===== src/rtl/axil_cmd_master_if.sv =====
`default_nettype none
// ============================================================================
// Module   : axil_cmd_master_if
// Purpose  : AXI4-Lite bus bundle (32-bit data) with master/slave modports.
// Revision : 1.0 - initial release
// ============================================================================
interface axil_cmd_master_if #(
    parameter int ADDR_WIDTH = 32
);
    logic [ADDR_WIDTH-1:0] awaddr;
    logic                  awvalid;
    logic                  awready;
    logic [31:0]           wdata;
    logic [3:0]            wstrb;
    logic                  wvalid;
    logic                  wready;
    logic [1:0]            bresp;
    logic                  bvalid;
    logic                  bready;
    logic [ADDR_WIDTH-1:0] araddr;
    logic                  arvalid;
    logic                  arready;
    logic [31:0]           rdata;
    logic [1:0]            rresp;
    logic                  rvalid;
    logic                  rready;

    modport master (
        output awaddr, awvalid, input awready,
        output wdata, wstrb, wvalid, input wready,
        input  bresp, bvalid, output bready,
        output araddr, arvalid, input arready,
        input  rdata, rresp, rvalid, output rready
    );

    modport slave (
        input  awaddr, awvalid, output awready,
        input  wdata, wstrb, wvalid, output wready,
        output bresp, bvalid, input bready,
        input  araddr, arvalid, output arready,
        output rdata, rresp, rvalid, input rready
    );
endinterface
`default_nettype wire


===== src/rtl/axil_cmd_master.sv =====
`default_nettype none
// ============================================================================
// Module   : axil_cmd_master
// Purpose  : single-outstanding AXI4-Lite initiator driven by a command port;
//            optional watchdog enabled by defining AXIL_MASTER_TIMEOUT_EN.
// Revision : 1.0 - initial release
// ============================================================================
module axil_cmd_master #(
    parameter int ADDR_WIDTH     = 32,
    parameter int TIMEOUT_CYCLES = 1024
) (
    input  wire logic                  clk,
    input  wire logic                  resetn,
    input  wire logic                  cmd_valid,
    output logic                       cmd_ready,
    input  wire logic                  cmd_write,
    input  wire logic [ADDR_WIDTH-1:0] cmd_addr,
    input  wire logic [31:0]           cmd_wdata,
    input  wire logic [3:0]            cmd_wstrb,
    output logic                       rsp_valid,
    input  wire logic                  rsp_ready,
    output logic [31:0]                rsp_rdata,
    output logic [1:0]                 rsp_resp,
    output logic                       rsp_timeout,
    axil_cmd_master_if.master          m_axil
);

    typedef enum logic [2:0] {
        S_IDLE  = 3'd0,
        S_WR    = 3'd1,
        S_WR_B  = 3'd2,
        S_RD_AR = 3'd3,
        S_RD_R  = 3'd4,
        S_RSP   = 3'd5
    } state_t;

    state_t                r_state;
    state_t                w_state_nxt;
    logic [ADDR_WIDTH-1:0] r_addr;
    logic [31:0]           r_wdata;
    logic [3:0]            r_wstrb;
    logic                  r_aw_pend;
    logic                  r_w_pend;
    logic [31:0]           r_rsp_rdata;
    logic [1:0]            r_rsp_resp;

    logic w_accept;
    logic w_wr_go;
    logic w_b_go;
    logic w_ar_go;
    logic w_r_go;
    logic w_tmo;
    logic w_abort;

    assign w_accept = (r_state == S_IDLE) && cmd_valid;
    // AW and W retire independently; a channel already done counts as ready
    assign w_wr_go  = (r_state == S_WR) &&
                      (!r_aw_pend || m_axil.awready) &&
                      (!r_w_pend  || m_axil.wready);
    assign w_b_go   = (r_state == S_WR_B)  && m_axil.bvalid;
    assign w_ar_go  = (r_state == S_RD_AR) && m_axil.arready;
    assign w_r_go   = (r_state == S_RD_R)  && m_axil.rvalid;
    // A handshake landing on the watchdog's last cycle still wins
    assign w_abort  = w_tmo && !(w_wr_go || w_b_go || w_ar_go || w_r_go);

`ifdef AXIL_MASTER_TIMEOUT_EN
    localparam int                 c_CNT_W    = $clog2(TIMEOUT_CYCLES + 1);
    localparam logic [c_CNT_W-1:0] c_TMO_LIM  = c_CNT_W'(TIMEOUT_CYCLES);
    localparam logic [c_CNT_W-1:0] c_TMO_LAST = c_CNT_W'(TIMEOUT_CYCLES - 1);

    logic [c_CNT_W-1:0] r_tmo_cnt;
    logic               r_rsp_timeout;
    logic               w_busy;

    assign w_busy = (r_state == S_WR)    || (r_state == S_WR_B) ||
                    (r_state == S_RD_AR) || (r_state == S_RD_R);
    assign w_tmo  = w_busy && (r_tmo_cnt >= c_TMO_LAST);

    always_ff @(posedge clk or negedge resetn) begin
        if (!resetn) begin
            r_tmo_cnt     <= '0;
            r_rsp_timeout <= 1'b0;
        end else begin
            if (w_accept) begin
                r_tmo_cnt <= '0;
            end else if (w_busy && (r_tmo_cnt != c_TMO_LIM)) begin
                r_tmo_cnt <= r_tmo_cnt + c_CNT_W'(1);
            end
            if (w_b_go || w_r_go) begin
                r_rsp_timeout <= 1'b0;
            end else if (w_abort) begin
                r_rsp_timeout <= 1'b1;
            end
        end
    end

    assign rsp_timeout = r_rsp_timeout;
`else
    assign w_tmo       = 1'b0;
    assign rsp_timeout = 1'b0;
`endif

    always_ff @(posedge clk or negedge resetn) begin
        if (!resetn) begin
            r_state <= S_IDLE;
        end else begin
            r_state <= w_state_nxt;
        end
    end

    always_comb begin
        w_state_nxt = r_state;
        case (r_state)
            S_IDLE:  if (cmd_valid) w_state_nxt = cmd_write ? S_WR : S_RD_AR;
            S_WR:    if (w_wr_go) w_state_nxt = S_WR_B;
                     else if (w_abort) w_state_nxt = S_RSP;
            S_WR_B:  if (w_b_go || w_abort) w_state_nxt = S_RSP;
            S_RD_AR: if (w_ar_go) w_state_nxt = S_RD_R;
                     else if (w_abort) w_state_nxt = S_RSP;
            S_RD_R:  if (w_r_go || w_abort) w_state_nxt = S_RSP;
            S_RSP:   if (rsp_ready) w_state_nxt = S_IDLE;
            default: w_state_nxt = S_IDLE;
        endcase
    end

    always_ff @(posedge clk or negedge resetn) begin
        if (!resetn) begin
            r_addr      <= '0;
            r_wdata     <= '0;
            r_wstrb     <= '0;
            r_aw_pend   <= 1'b0;
            r_w_pend    <= 1'b0;
            r_rsp_rdata <= '0;
            r_rsp_resp  <= '0;
        end else begin
            if (w_accept) begin
                r_addr    <= cmd_addr;
                r_wdata   <= cmd_wdata;
                r_wstrb   <= cmd_wstrb;
                r_aw_pend <= cmd_write;
                r_w_pend  <= cmd_write;
            end else if (w_abort) begin
                r_aw_pend <= 1'b0;
                r_w_pend  <= 1'b0;
            end else if (r_state == S_WR) begin
                if (m_axil.awready) r_aw_pend <= 1'b0;
                if (m_axil.wready)  r_w_pend  <= 1'b0;
            end

            if (w_b_go) begin
                r_rsp_rdata <= '0;
                r_rsp_resp  <= m_axil.bresp;
            end else if (w_r_go) begin
                r_rsp_rdata <= m_axil.rdata;
                r_rsp_resp  <= m_axil.rresp;
            end else if (w_abort) begin
                r_rsp_rdata <= '0;
                r_rsp_resp  <= 2'b10;
            end
        end
    end

    assign cmd_ready      = (r_state == S_IDLE);
    assign rsp_valid      = (r_state == S_RSP);
    assign rsp_rdata      = r_rsp_rdata;
    assign rsp_resp       = r_rsp_resp;

    assign m_axil.awaddr  = r_addr;
    assign m_axil.awvalid = (r_state == S_WR) && r_aw_pend;
    assign m_axil.wdata   = r_wdata;
    assign m_axil.wstrb   = r_wstrb;
    assign m_axil.wvalid  = (r_state == S_WR) && r_w_pend;
    assign m_axil.bready  = (r_state == S_WR_B);
    assign m_axil.araddr  = r_addr;
    assign m_axil.arvalid = (r_state == S_RD_AR);
    assign m_axil.rready  = (r_state == S_RD_R);

endmodule
`default_nettype wire


===== src/flat_wrapper.sv =====
// flat-port wrapper written by rule: the top's interface ports become plain ports
module axil_cmd_master_flat 
#(
    parameter int ADDR_WIDTH     = 32,
    parameter int TIMEOUT_CYCLES = 1024
)
  (clk, resetn, cmd_valid, cmd_ready, cmd_write, cmd_addr, cmd_wdata, cmd_wstrb, rsp_valid, rsp_ready, rsp_rdata, rsp_resp, rsp_timeout, m_axil_awaddr, m_axil_awvalid, m_axil_awready, m_axil_wdata, m_axil_wstrb, m_axil_wvalid, m_axil_wready, m_axil_bresp, m_axil_bvalid, m_axil_bready, m_axil_araddr, m_axil_arvalid, m_axil_arready, m_axil_rdata, m_axil_rresp, m_axil_rvalid, m_axil_rready);
  axil_cmd_master_if #(.ADDR_WIDTH(ADDR_WIDTH)) m_axil_i ();
  input  wire logic clk;
  input  wire logic resetn;
  input  wire logic cmd_valid;
  output logic cmd_ready;
  input  wire logic cmd_write;
  input  wire logic [ADDR_WIDTH-1:0] cmd_addr;
  input  wire logic [31:0] cmd_wdata;
  input  wire logic [3:0] cmd_wstrb;
  output logic rsp_valid;
  input  wire logic rsp_ready;
  output logic [31:0] rsp_rdata;
  output logic [1:0] rsp_resp;
  output logic rsp_timeout;
  output wire logic [$bits(m_axil_i.awaddr)-1:0] m_axil_awaddr;
  output wire logic [$bits(m_axil_i.awvalid)-1:0] m_axil_awvalid;
  input wire logic [$bits(m_axil_i.awready)-1:0] m_axil_awready;
  output wire logic [$bits(m_axil_i.wdata)-1:0] m_axil_wdata;
  output wire logic [$bits(m_axil_i.wstrb)-1:0] m_axil_wstrb;
  output wire logic [$bits(m_axil_i.wvalid)-1:0] m_axil_wvalid;
  input wire logic [$bits(m_axil_i.wready)-1:0] m_axil_wready;
  input wire logic [$bits(m_axil_i.bresp)-1:0] m_axil_bresp;
  input wire logic [$bits(m_axil_i.bvalid)-1:0] m_axil_bvalid;
  output wire logic [$bits(m_axil_i.bready)-1:0] m_axil_bready;
  output wire logic [$bits(m_axil_i.araddr)-1:0] m_axil_araddr;
  output wire logic [$bits(m_axil_i.arvalid)-1:0] m_axil_arvalid;
  input wire logic [$bits(m_axil_i.arready)-1:0] m_axil_arready;
  input wire logic [$bits(m_axil_i.rdata)-1:0] m_axil_rdata;
  input wire logic [$bits(m_axil_i.rresp)-1:0] m_axil_rresp;
  input wire logic [$bits(m_axil_i.rvalid)-1:0] m_axil_rvalid;
  output wire logic [$bits(m_axil_i.rready)-1:0] m_axil_rready;
  assign m_axil_awaddr = m_axil_i.awaddr;
  assign m_axil_awvalid = m_axil_i.awvalid;
  assign m_axil_i.awready = m_axil_awready;
  assign m_axil_wdata = m_axil_i.wdata;
  assign m_axil_wstrb = m_axil_i.wstrb;
  assign m_axil_wvalid = m_axil_i.wvalid;
  assign m_axil_i.wready = m_axil_wready;
  assign m_axil_i.bresp = m_axil_bresp;
  assign m_axil_i.bvalid = m_axil_bvalid;
  assign m_axil_bready = m_axil_i.bready;
  assign m_axil_araddr = m_axil_i.araddr;
  assign m_axil_arvalid = m_axil_i.arvalid;
  assign m_axil_i.arready = m_axil_arready;
  assign m_axil_i.rdata = m_axil_rdata;
  assign m_axil_i.rresp = m_axil_rresp;
  assign m_axil_i.rvalid = m_axil_rvalid;
  assign m_axil_rready = m_axil_i.rready;
  axil_cmd_master #(.ADDR_WIDTH(ADDR_WIDTH), .TIMEOUT_CYCLES(TIMEOUT_CYCLES)) u_core (.clk(clk), .resetn(resetn), .cmd_valid(cmd_valid), .cmd_ready(cmd_ready), .cmd_write(cmd_write), .cmd_addr(cmd_addr), .cmd_wdata(cmd_wdata), .cmd_wstrb(cmd_wstrb), .rsp_valid(rsp_valid), .rsp_ready(rsp_ready), .rsp_rdata(rsp_rdata), .rsp_resp(rsp_resp), .rsp_timeout(rsp_timeout), .m_axil(m_axil_i));
endmodule

===== config.mk =====
export PLATFORM = sky130hd
export DESIGN_NAME = axil_cmd_master_flat
export DESIGN_NICKNAME = d
export VERILOG_FILES = /design/src/rtl/axil_cmd_master_if.sv /design/src/rtl/axil_cmd_master.sv /design/src/flat_wrapper.sv
export SDC_FILE = /design/constraint.sdc
export NUM_CORES = 1
export LEC_CHECK = 0
export CORE_MARGIN = 3
export CORE_UTILIZATION = 25
export DETAILED_ROUTE_END_ITERATION = 10
export REMOVE_ABC_BUFFERS = 1
export SLEW_MARGIN = 20
export SYNTH_ARGS = -nofsm -noshare
export SYNTH_HDL_FRONTEND = slang
export SYNTH_SLANG_ARGS = --single-unit

===== constraint.sdc =====
create_clock -name clk -period 1.86 [get_ports clk]
set_input_delay 0.372 -clock clk [delete_from_list [all_inputs] [get_ports clk]]
set_output_delay 0.372 -clock clk [all_outputs]
set_load 0.05 [all_outputs]

== Word level (Yosys, flattened, before mapping) ==
Cells that the tools add are included.
Word-level totals
  register bits after elaboration: 107
  input port bits: 114
  output and inout port bits: 142
  logic and storage cells: 57
Operators by class
  multiplexer cells: 18
  reductions and logical operators: 20
  eq/ne operators: 11
Operator list (count)
  $mux W32: 2
  $mux W3: 6
  $pmux W3 S6: 1
  $ne A2 B1 Y1 const B: 5
  $logic_and A1 B1 Y1: 8
  $reduce_bool A2 Y1: 4
  $eq A3 B2 Y1 const B: 2
  $eq A3 B3 Y1 const B: 2
  $mux W1: 6
  $mux W2: 3
  $reduce_and A6 Y1: 1
  $reduce_and A2 Y1: 2
  $eq A3 B1 Y1 const B: 1
  $logic_not A3 Y1: 1
  $logic_not A1 Y1: 2
  $logic_or A1 B1 Y1: 2
  $ne A2 B2 Y1 const B: 1

== Longest topological paths before layout ==
Gate-level depths: netlist of the first run.
  word-level depth: 6
  gate-level depth with buffers: 6
  depth with buffers taken out: 4

== Least setup slack after synthesis of the first run ==
No wires, ideal clock.
  path kind: reg2reg
  from: register u_core.r_state[0]
  to: register u_core.r_addr[0], in the netlist u_core.m_axil.araddr[0]
  setup slack: -0.296 ns
  arrival: 2.031 ns
  period minus slack after synthesis: 2.156 ns
  required time: 1.735 ns
  cell stages (with the launch flop): 6
  library setup time: 0.125 ns
  buffers on the path: 2
  cell sequence: dfrtp_1 > nor3_2 > and2_4 > buf_12 > buf_12 > mux2_4
Between the ends
  longest elaborated chain between the ends: 2
Ends and longest elaborated chain
  start: declaration: line axil_cmd_master.sv:37  | state_t r_state;
  start signal: assignment: line axil_cmd_master.sv:107  | r_state <= w_state_nxt;
  $logic_not A3 Y1
  net cmd_ready: line flat_wrapper.sv:12  | output logic cmd_ready;
  $logic_and A1 B1 Y1: line axil_cmd_master.sv:55  | assign w_accept = (r_state == S_IDLE) && cmd_valid;
  end signal: assignment: line axil_cmd_master.sv:137  | r_addr <= cmd_addr;
  end: declaration: line axil_cmd_master.sv:39  | logic [ADDR_WIDTH-1:0] r_addr;
The timed path passes the listed nets, and every way through them passes these cells.
A chain may end at the register's enable or synchronous reset.

== Worst setup path in the final report of the first run ==
  from: register u_core.r_state[2]
  to: output port m_axil_wvalid
Between the ends
  longest elaborated chain between the ends: 2
Ends and longest elaborated chain
  $eq A3 B1 Y1: line axil_cmd_master.sv:172  | assign m_axil.wvalid = (r_state == S_WR) && r_w_pend;
  $logic_and A1 B1 Y1: line axil_cmd_master.sv:172
  end: declaration: line flat_wrapper.sv:27  | output wire logic [$bits(m_axil_i.wvalid)-1:0] m_axil_wvalid;
No other way between the ends.

==> results of run 1 <==
==> routing by layer <==
metal,up-vias,global-route usage
li1,1479,-
met1,1594,0.1475
met2,186,0.1895
met3,16,0.03261
met4,0,0.05005
met5,-,0
==> critical path: stages, from the launching register on <==
cell and delay, ps:
dfrtp_2 460, nor3b_4 250, and2_1 200, buf_12 150
==> cells by family (layout without fill, tap and decap cells) <==
logic type      after synthesis  after routing
buf+inv                      51            288
mux                          69             69
other cells                   1              1
simple gates                 23             24
flops                       107            107
compound gates               46             46
==> path summary, 6_finish.rpt <==
path / start / end / slack (ps) / depth (start not counted)
worst min register to register: u_core.rsp_resp[1] / u_core.rsp_resp[1] / 490 / 1
max in group asynchronous: resetn / u_core.m_axil.wdata[21] / 1320 / 2
min in group clk: u_core.rsp_resp[1] / u_core.rsp_resp[1] / 490 / 1
worst min-delay path: resetn / u_core.rsp_rdata[25] / 90 / 2
worst max-delay path: u_core.r_state[2] / m_axil_wvalid / 80 / 3
worst max register to register: u_core.r_state[0] / u_core.rsp_resp[0] / 180 / 6
==> metrics by stage <==
step / hold slack (ps) / utilization / setup WS, ps / instance area (sq um)
finish: 92.50 / 0.3992 / 83.86 / 7293
floorplan: 76.41 / - / -941.3 / 4259
global placement: 468.5 / 0.3815 / -25.43 / 6970
detailed placement: 472.4 / 0.3815 / -110.3 / 6970
global route: 143.0 / 0.3992 / 2.796 / 7293
CTS: 116.5 / 0.3963 / -25.15 / 7241
==> layout by cell type (no fill, tap or decap), drive strengths merged, types with 4 or more instances in the layout <==
cell / netlist / routed
clkdlybuf4s50: 0 / 112
clkbuf: 0 / 12
dlygate4sd2: 0 / 6
nor2: 3 / 4
mux2: 69 / 69
buf: 49 / 152
dfrtp: 107 / 107
a22o: 36 / 36
a21oi: 4 / 4
and2: 5 / 5
==> final cells by class <==
class | instances | area, sq um | share of cell area
flip-flops and latches | 107 | 2681 | 0.3676
repair buffers | 270 | 2447 | 0.3356
multi-input cells | 140 | 1607 | 0.2203
well taps | 229 | 286.5 | 0.03929
clock buffers | 12 | 236.5 | 0.03242
clock inverters | 4 | 27.53 | 0.003774
inverters | 2 | 7.507 | 0.001029
==> repair_timing <==
action,CTS,global route
pin swaps,2,1
setup endpoints to repair,8,40
cloned,0,1
setup buffers,1,2
gates resized for setup,7,11
==> registers in the layout, indices dropped and copies added, names as in the netlist <==
register	count
u_core.rsp_rdata	32
u_core.r_aw_pend	1
u_core.r_state	3
u_core.r_w_pend	1
u_core.m_axil.wdata	32
u_core.m_axil.araddr	32
u_core.rsp_resp	2
u_core.m_axil.wstrb	4
==> results.ini, run 1 <==
[run_status]
status=complete, no violations

[clocking]
cts_tree=built
cts_made_buffers=9
clock_latency_ps=350
clk_pin_slew_ps=70
clock_sinks=107
cts_root_buffer=clkbuf_16
htree_num_levels=3
hold_buffers=0
cts_buffer_depth=2

[drt]
wl_met2_mm=5.923
drtIter0Drc=79
vias=3275
drtPass1Iterations=4
m1WireLength_mm=5.334
avgRoutedWirePerCell_microns=16.48
drt_wl_total_mm=12.59
detail_route.vias_per_cell=4.287
wl_met3_mm=1.040
highest_layer=met4
drc=0
ant_nets=0

[setup_path]
critPathRequiredTime_ps=1490
startpoint_type=flop
crit_type=reg2out
worst_setup_path_end_kind=primary output
cp_max_fo=6
critPathArrivalTime_ps=1400

[die]
num_rows=49
initial_core_util=0.2591
die_y_microns=143.6
core_area_sq_um=18270
die_x_microns=143.6
die_area_sq_um=20630
num_io_pins=256

[cells_and_area]
finalNonFillerCells=764
drive_gt1_frac=0.4617
layout.nets=644
syn_to_final_growth_pct=54.04
fillCellCount=1704
diodes=0

[global_route]
first_global_vias=3487
grtUsageTotal=0.1172
antenna_found_initial=0
overflow=0
grt_pass1_wl_mm=18.78
grt_max_degree=108

[hold_path]
hp-class=in2async

[placement]
portBuffers=254
routabilityCongestion=0.7391
dpl.hpwl_mm=9.184
dp.cells=744

[timing]
fmax_mhz=563.0
rsz0062_at_grt=no
slew_headroom=0.6142
setup_tns_ps=0
hold_viol=0
setup_violations=0
maxSlewViolCount=0
fin_skew_ps=12.44
finalCritPeriodShare=0.9549
fin_crit_ps=1776
tightest_slew_ps=578.7

[yosys]
yosys.area.top_type=dfrtp_1
synth_cell_types=30
synth-edff-count=0
synth-xor-area-share=0
syn_area_sq_um=4735
synth_cells=297
synth_top_family_by_area=multiplexers
yosysMostFrequentCell=dfrtp_1
avgSynthCellArea_sq_um=15.94
yosys-top-cells-area=dfrtp_1 (57%), mux2_4 (21%), a22o_1 (6.7%)
ys_top_cells_by_count=dfrtp_1 (107), mux2_4 (66), a22o_1 (36), buf_4 (34), buf_12 (8)
synthSimpleGateAreaFrac=0.03621
yosys_register_bits=107
synth_compound_area_frac=0.07902
synth_mux_area_frac=0.2164
yosysWarnings=0
async_reset_ff_frac=1.000
synth_flop_cell=dfrtp_1
ys_seq_area_frac=0.5655
synth-adder-area-share=0
synth_top_area_frac=0.5655

[run]
max-cap-violations=0

Power of run 1 is left out: the tool's default activity adds up to more than one toggle a clock period on the data nets, which glitch-free logic cannot reach.
==> inputs of run 2 (changes only) <==
TNS_END_PERCENT = 30   (was unset)
==> run 2 against run 1 <==
Against the previous run: global-route usage unchanged; cell count decreased by 0.26%; non-clock buffer count decreased by 2; maximum frequency decreased by 0.50%; critical endpoint unchanged; highest routed layer unchanged.
==> results.ini, run 2 (same netlist as run 1, synthesis figures left out) <==
[global_route]
grt_pass1_wl_mm=18.78  ; unchanged
grt_busiest_layer=met2
grt_max_degree=108  ; unchanged
grt_util_met1=0.1475  ; unchanged
first_global_vias=3487  ; unchanged
overflow=0  ; unchanged
antenna_found_initial=0  ; unchanged
grtUsageTotal=0.1172  ; unchanged
use_met2=0.1895  ; unchanged
use_met3=0.03261  ; unchanged

[cells_and_area]
fillCellCount=1705  ; +0.059%
mostFrequentLayoutCells=buf_4 (138), clkdlybuf4s50_1 (112), dfrtp_1 (104)
syn_to_final_growth_pct=53.73
diodes=0  ; unchanged
layout.nets=642  ; -0.31%
drive_gt1_frac=0.4597  ; -0.002020
finish.instance_area_sq_um=7278  ; -0.21%
layout_commonest_cell=buf_4

[clocking]
htree_num_levels=3  ; unchanged
cts_root_buffer=clkbuf_16
cts_buffer_depth=2  ; unchanged
cts_made_buffers=9  ; unchanged
clock_latency_ps=350  ; about the same
cts_tree=built
hold_buffers=0  ; unchanged
clock_sinks=107  ; unchanged
clk_pin_slew_ps=70  ; about the same

[setup_path]
critPathArrivalTime_ps=1410  ; about the same
cp_max_fo=6  ; unchanged
crit_type=reg2out
regToRegEndpoint=u_core.m_axil.wdata[8]
critPathRequiredTime_ps=1490  ; about the same
startpoint_type=flop
reg2reg_slack_ps=170  ; about the same
worst_setup_path_end_kind=primary output
rr_worst_depth=4  ; -2
r2r_start=u_core.r_state[1]

[timing]
slew_headroom=0.6150  ; +0.0007770
hold_viol=0  ; unchanged
fin_skew_ps=12.12  ; -0.3181 ps
maxSlewViolCount=0  ; unchanged
fmax_mhz=560.2  ; -0.50%
layout_setup_ws_ps=74.98  ; -8.879 ps
fin_crit_ps=1785  ; +8.879 ps
rsz0062_at_grt=yes
setup_tns_ps=0  ; unchanged
setup_violations=0  ; unchanged
hold-worst-slack_ps=91.85  ; -0.6524 ps
tightest_slew_ps=577.5  ; -1.165 ps
finalCritPeriodShare=0.9597  ; +0.004774

[die]
die_x_microns=143.6  ; unchanged
num_io_pins=256  ; unchanged
num_rows=49  ; unchanged
die_y_microns=143.6  ; unchanged
die_area_sq_um=20630  ; unchanged
core_area_sq_um=18270  ; unchanged
initial_core_util=0.2591  ; unchanged

[drt]
drtPass1Iterations=4  ; unchanged
drc=0  ; unchanged
detail_route.vias_per_cell=4.291  ; +0.11%
drt_wl_total_mm=12.58  ; about the same
vias=3270  ; -0.15%
ant_nets=0  ; unchanged
drtIter0Drc=79  ; unchanged
avgRoutedWirePerCell_microns=16.51  ; +0.18%

[placement]
dpl.hpwl_mm=9.184  ; unchanged
portBuffers=254  ; unchanged
routabilityCongestion=0.7391  ; unchanged
place_area_sq_um=6970  ; unchanged
pre_cts_ws_ps=-110.3  ; unchanged

[hold_path]
hp-class=in2async

[run]
max-cap-violations=0  ; unchanged

[run_status]
status=complete, no violations

-- run 2: cell count changes in the layout (fill, tap and decap cells not counted) --
cell   delta
buf_4     -2
-- run 2: worst max path at each step --
stage	startpoint	end	slack [ps]	cells after the start
floorplan	u_core.r_state[0]	u_core.m_axil.wdata[13]	-940	3
global route	u_core.r_state[1]	m_axil_wvalid	-4	3
detailed placement	m_axil_rvalid	u_core.rsp_rdata[30]	-110	4
CTS	u_core.r_state[2]	m_axil_bready	-30	3
global placement	m_axil_rvalid	u_core.rsp_rdata[25]	-30	4
finish	u_core.r_state[1]	m_axil_wvalid	70	3
-- run 2: what timing repair did --
item                                    in CTS  in global routing
setup buffers                                1                  0
pin swaps                                    2                  1
gates cloned                                 0                  1
endpoints found under the setup margin       8                 40
gates resized for setup                      7                 11
-- run 2: stage by stage --
step	utilization	std cells
after floorplan	-	248
after global placement	0.3815	744
after detailed placement	0.3815	744
after CTS	0.3963	761
after global routing	0.3984	762
final	0.3984	762
-- run 2: critical path: stages, from the launching register on --
cell     delay [ps]
dfrtp_2         480
nor3b_4         240
and2_1          200
buf_12          150
-- run 2: final cells by class --
class | count | area (sq um) | share of cell area
sequential | 107 | 2681 | 0.3684
tap | 229 | 286.5 | 0.03937
timing repair buffer | 268 | 2432 | 0.3342
multi-input combinational | 140 | 1607 | 0.2207
clock inverter | 4 | 27.53 | 0.003782
inverter | 2 | 7.507 | 0.001031
clock buffer | 12 | 236.5 | 0.03249
-- run 2: per-layer routing --
| layer | vias up | share of wire |
|---|---|---|
| li1 | 1475 | - |
| met1 | 1593 | 0.42 |
| met2 | 186 | 0.47 |
| met3 | 16 | 0.083 |
| met4 | 0 | 0.023 |
| met5 | - | 0 |
Power of run 2 is left out for the same reason.
==> inputs of run 3 (changes only) <==
CAP_MARGIN = 20   (was unset)
CORE_ASPECT_RATIO = 1.75   (was unset)
==> run 3 against run 2 <==
Against the previous run: utilization down 0.36 points; sequential share of layout area down 0.28 points; maximum frequency up 1.2%; critical path depth unchanged; via count down 0.43%; critical endpoint is now rsp_valid; largest cell class unchanged.
==> results.ini, run 3 (same netlist as run 1, synthesis figures left out) <==
[run_status]
status=complete, no violations

[cells_and_area]
mostFrequentLayoutCells=buf_4 (133), clkdlybuf4s50_1 (112), dfrtp_1 (104)
diodes=0  ; unchanged
syn_to_final_growth_pct=54.92
drive_gt1_frac=0.4474  ; -0.01229
finish.instance_area_sq_um=7335  ; +0.77%
layout_commonest_cell=buf_4
layout.nets=642  ; unchanged
fin_util=0.3947  ; -0.003623

[die]
num_io_pins=256  ; unchanged
core_area_sq_um=18580  ; +1.7%
initial_core_util=0.2548  ; -0.004328
die_y_microns=188.0  ; +31%
num_rows=66  ; +35%
die_area_sq_um=20690  ; +0.31%
die_x_microns=110.0  ; -23%

[placement]
place_area_sq_um=6987  ; +0.23%
routabilityCongestion=0.7041  ; -4.7%
dpl.hpwl_mm=9.812  ; +6.8%
portBuffers=254  ; unchanged

[drt]
drc=0  ; unchanged
vias=3256  ; -0.43%
ant_nets=0  ; unchanged
detail_route.vias_per_cell=4.229  ; -1.5%
drtIter0Drc=126  ; +59%
avgRoutedWirePerCell_microns=16.95  ; +2.7%
drt_wl_total_mm=13.05  ; +3.7%
drtPass1Iterations=4  ; unchanged

[timing]
setup_tns_ps=0  ; unchanged
finalCritPeriodShare=0.9483  ; -0.01137
fin_skew_ps=4.567  ; -7.557 ps
maxSlewViolCount=0  ; unchanged
fmax_mhz=566.9  ; +1.2%
setup_violations=0  ; unchanged
hold_viol=0  ; unchanged
hold-worst-slack_ps=487.5  ; +395.7 ps
fin_crit_ps=1764  ; -21.15 ps

[setup_path]
path_cells=and2b_1 -> and2_1 -> buf_12
cp_max_fo=6  ; unchanged
max_stage_delay_ps=470  ; about the same
critPathRequiredTime_ps=1490  ; about the same
slowest_stage=dfrtp_2
regToRegEndpoint=u_core.m_axil.wdata[14]
critPathArrivalTime_ps=1390  ; -20 ps
startpoint_type=flop
rr_worst_depth=4  ; unchanged
worst_setup_path_end_kind=primary output
r2r_start=u_core.r_state[1]
reg2reg_slack_ps=190  ; +20 ps
crit_type=reg2out

[hold_path]
hold_depth=1
min-delay-start=u_core.rsp_resp[1]
hp-class=reg2reg
holdPathEnd=u_core.rsp_resp[1]

[clocking]
cts_root_buffer=clkbuf_16
clk_pin_slew_ps=70  ; about the same
cts_buffer_depth=2  ; unchanged
htree_num_levels=3  ; unchanged
cts_tree=built
clock_sinks=107  ; unchanged
clock_latency_ps=350  ; about the same
cts_made_buffers=9  ; unchanged

[global_route]
first_global_vias=3468  ; -0.54%
grt_max_degree=46  ; -57%
overflow=0  ; unchanged
grt_pass1_wl_mm=19.35  ; +3.1%
grtUsageTotal=0.1227  ; +0.005492
antenna_found_initial=1  ; +1

[run]
max-cap-violations=0  ; unchanged

## run 3: stage by stage
stage / cells / setup WS (ps)
6_report: 770 / 96.14
5_1_grt: 770 / -0.9556
4_1_cts: 769 / -32.03
3_5_place_dp: 752 / -76.29
3_3_place_gp: 752 / 2.684
2_1_floorplan: 248 / -941.3
## run 3: layout make-up
cell class	count	area, sq um
well taps	238	297.8
clock buffers	13	250.2
clock inverters	2	60.06
inverters	2	7.507
multi-input cells	140	1600
fillers	1792	11250
flip-flops and latches	107	2681
repair buffers	268	2437
## run 3: critical path: cells and delay by family, from the launching register on
family                 cells  cell delay (ps)
flip-flops                 1              470
AND/OR/NAND/NOR            2              430
buffers and inverters      1              150
## run 3: layer usage
layer / vias up / share of wire / track usage / wire, microns
met5: - / 0.0010 / 0 / 13
met4: 2 / 0.024 / 0.05089 / 310
met3: 18 / 0.086 / 0.03204 / 1119
met2: 165 / 0.54 / 0.2170 / 7020
met1: 1585 / 0.35 / 0.1354 / 4590
li1: 1486 / - / - / -
## run 3: timing repair
action | in CTS | in global routing
setup endpoints to repair | 14 | 39
gates resized for setup | 12 | 9
setup buffers | 1 | 0
endpoints found under the hold margin | 32 | 0
cloned | 0 | 1
hold buffers | 1 | 0
pin swaps | 1 | 1
## run 3: worst max path at each step
| stage | end | depth (start not counted) | start | slack (ps) |
|---|---|---|---|---|
| after global placement | u_core.rsp_rdata[23] | 4 | m_axil_rvalid | 3 |
| after CTS | m_axil_arvalid | 3 | u_core.r_state[2] | -30 |
| after detailed placement | u_core.rsp_rdata[29] | 4 | m_axil_rvalid | -80 |
| final | rsp_valid | 3 | u_core.r_state[1] | 100 |
| after global routing | m_axil_awvalid | 3 | u_core.r_state[2] | -1 |
| after floorplan | u_core.m_axil.wdata[13] | 3 | u_core.r_state[0] | -940 |
Power of run 3 is left out for the same reason.
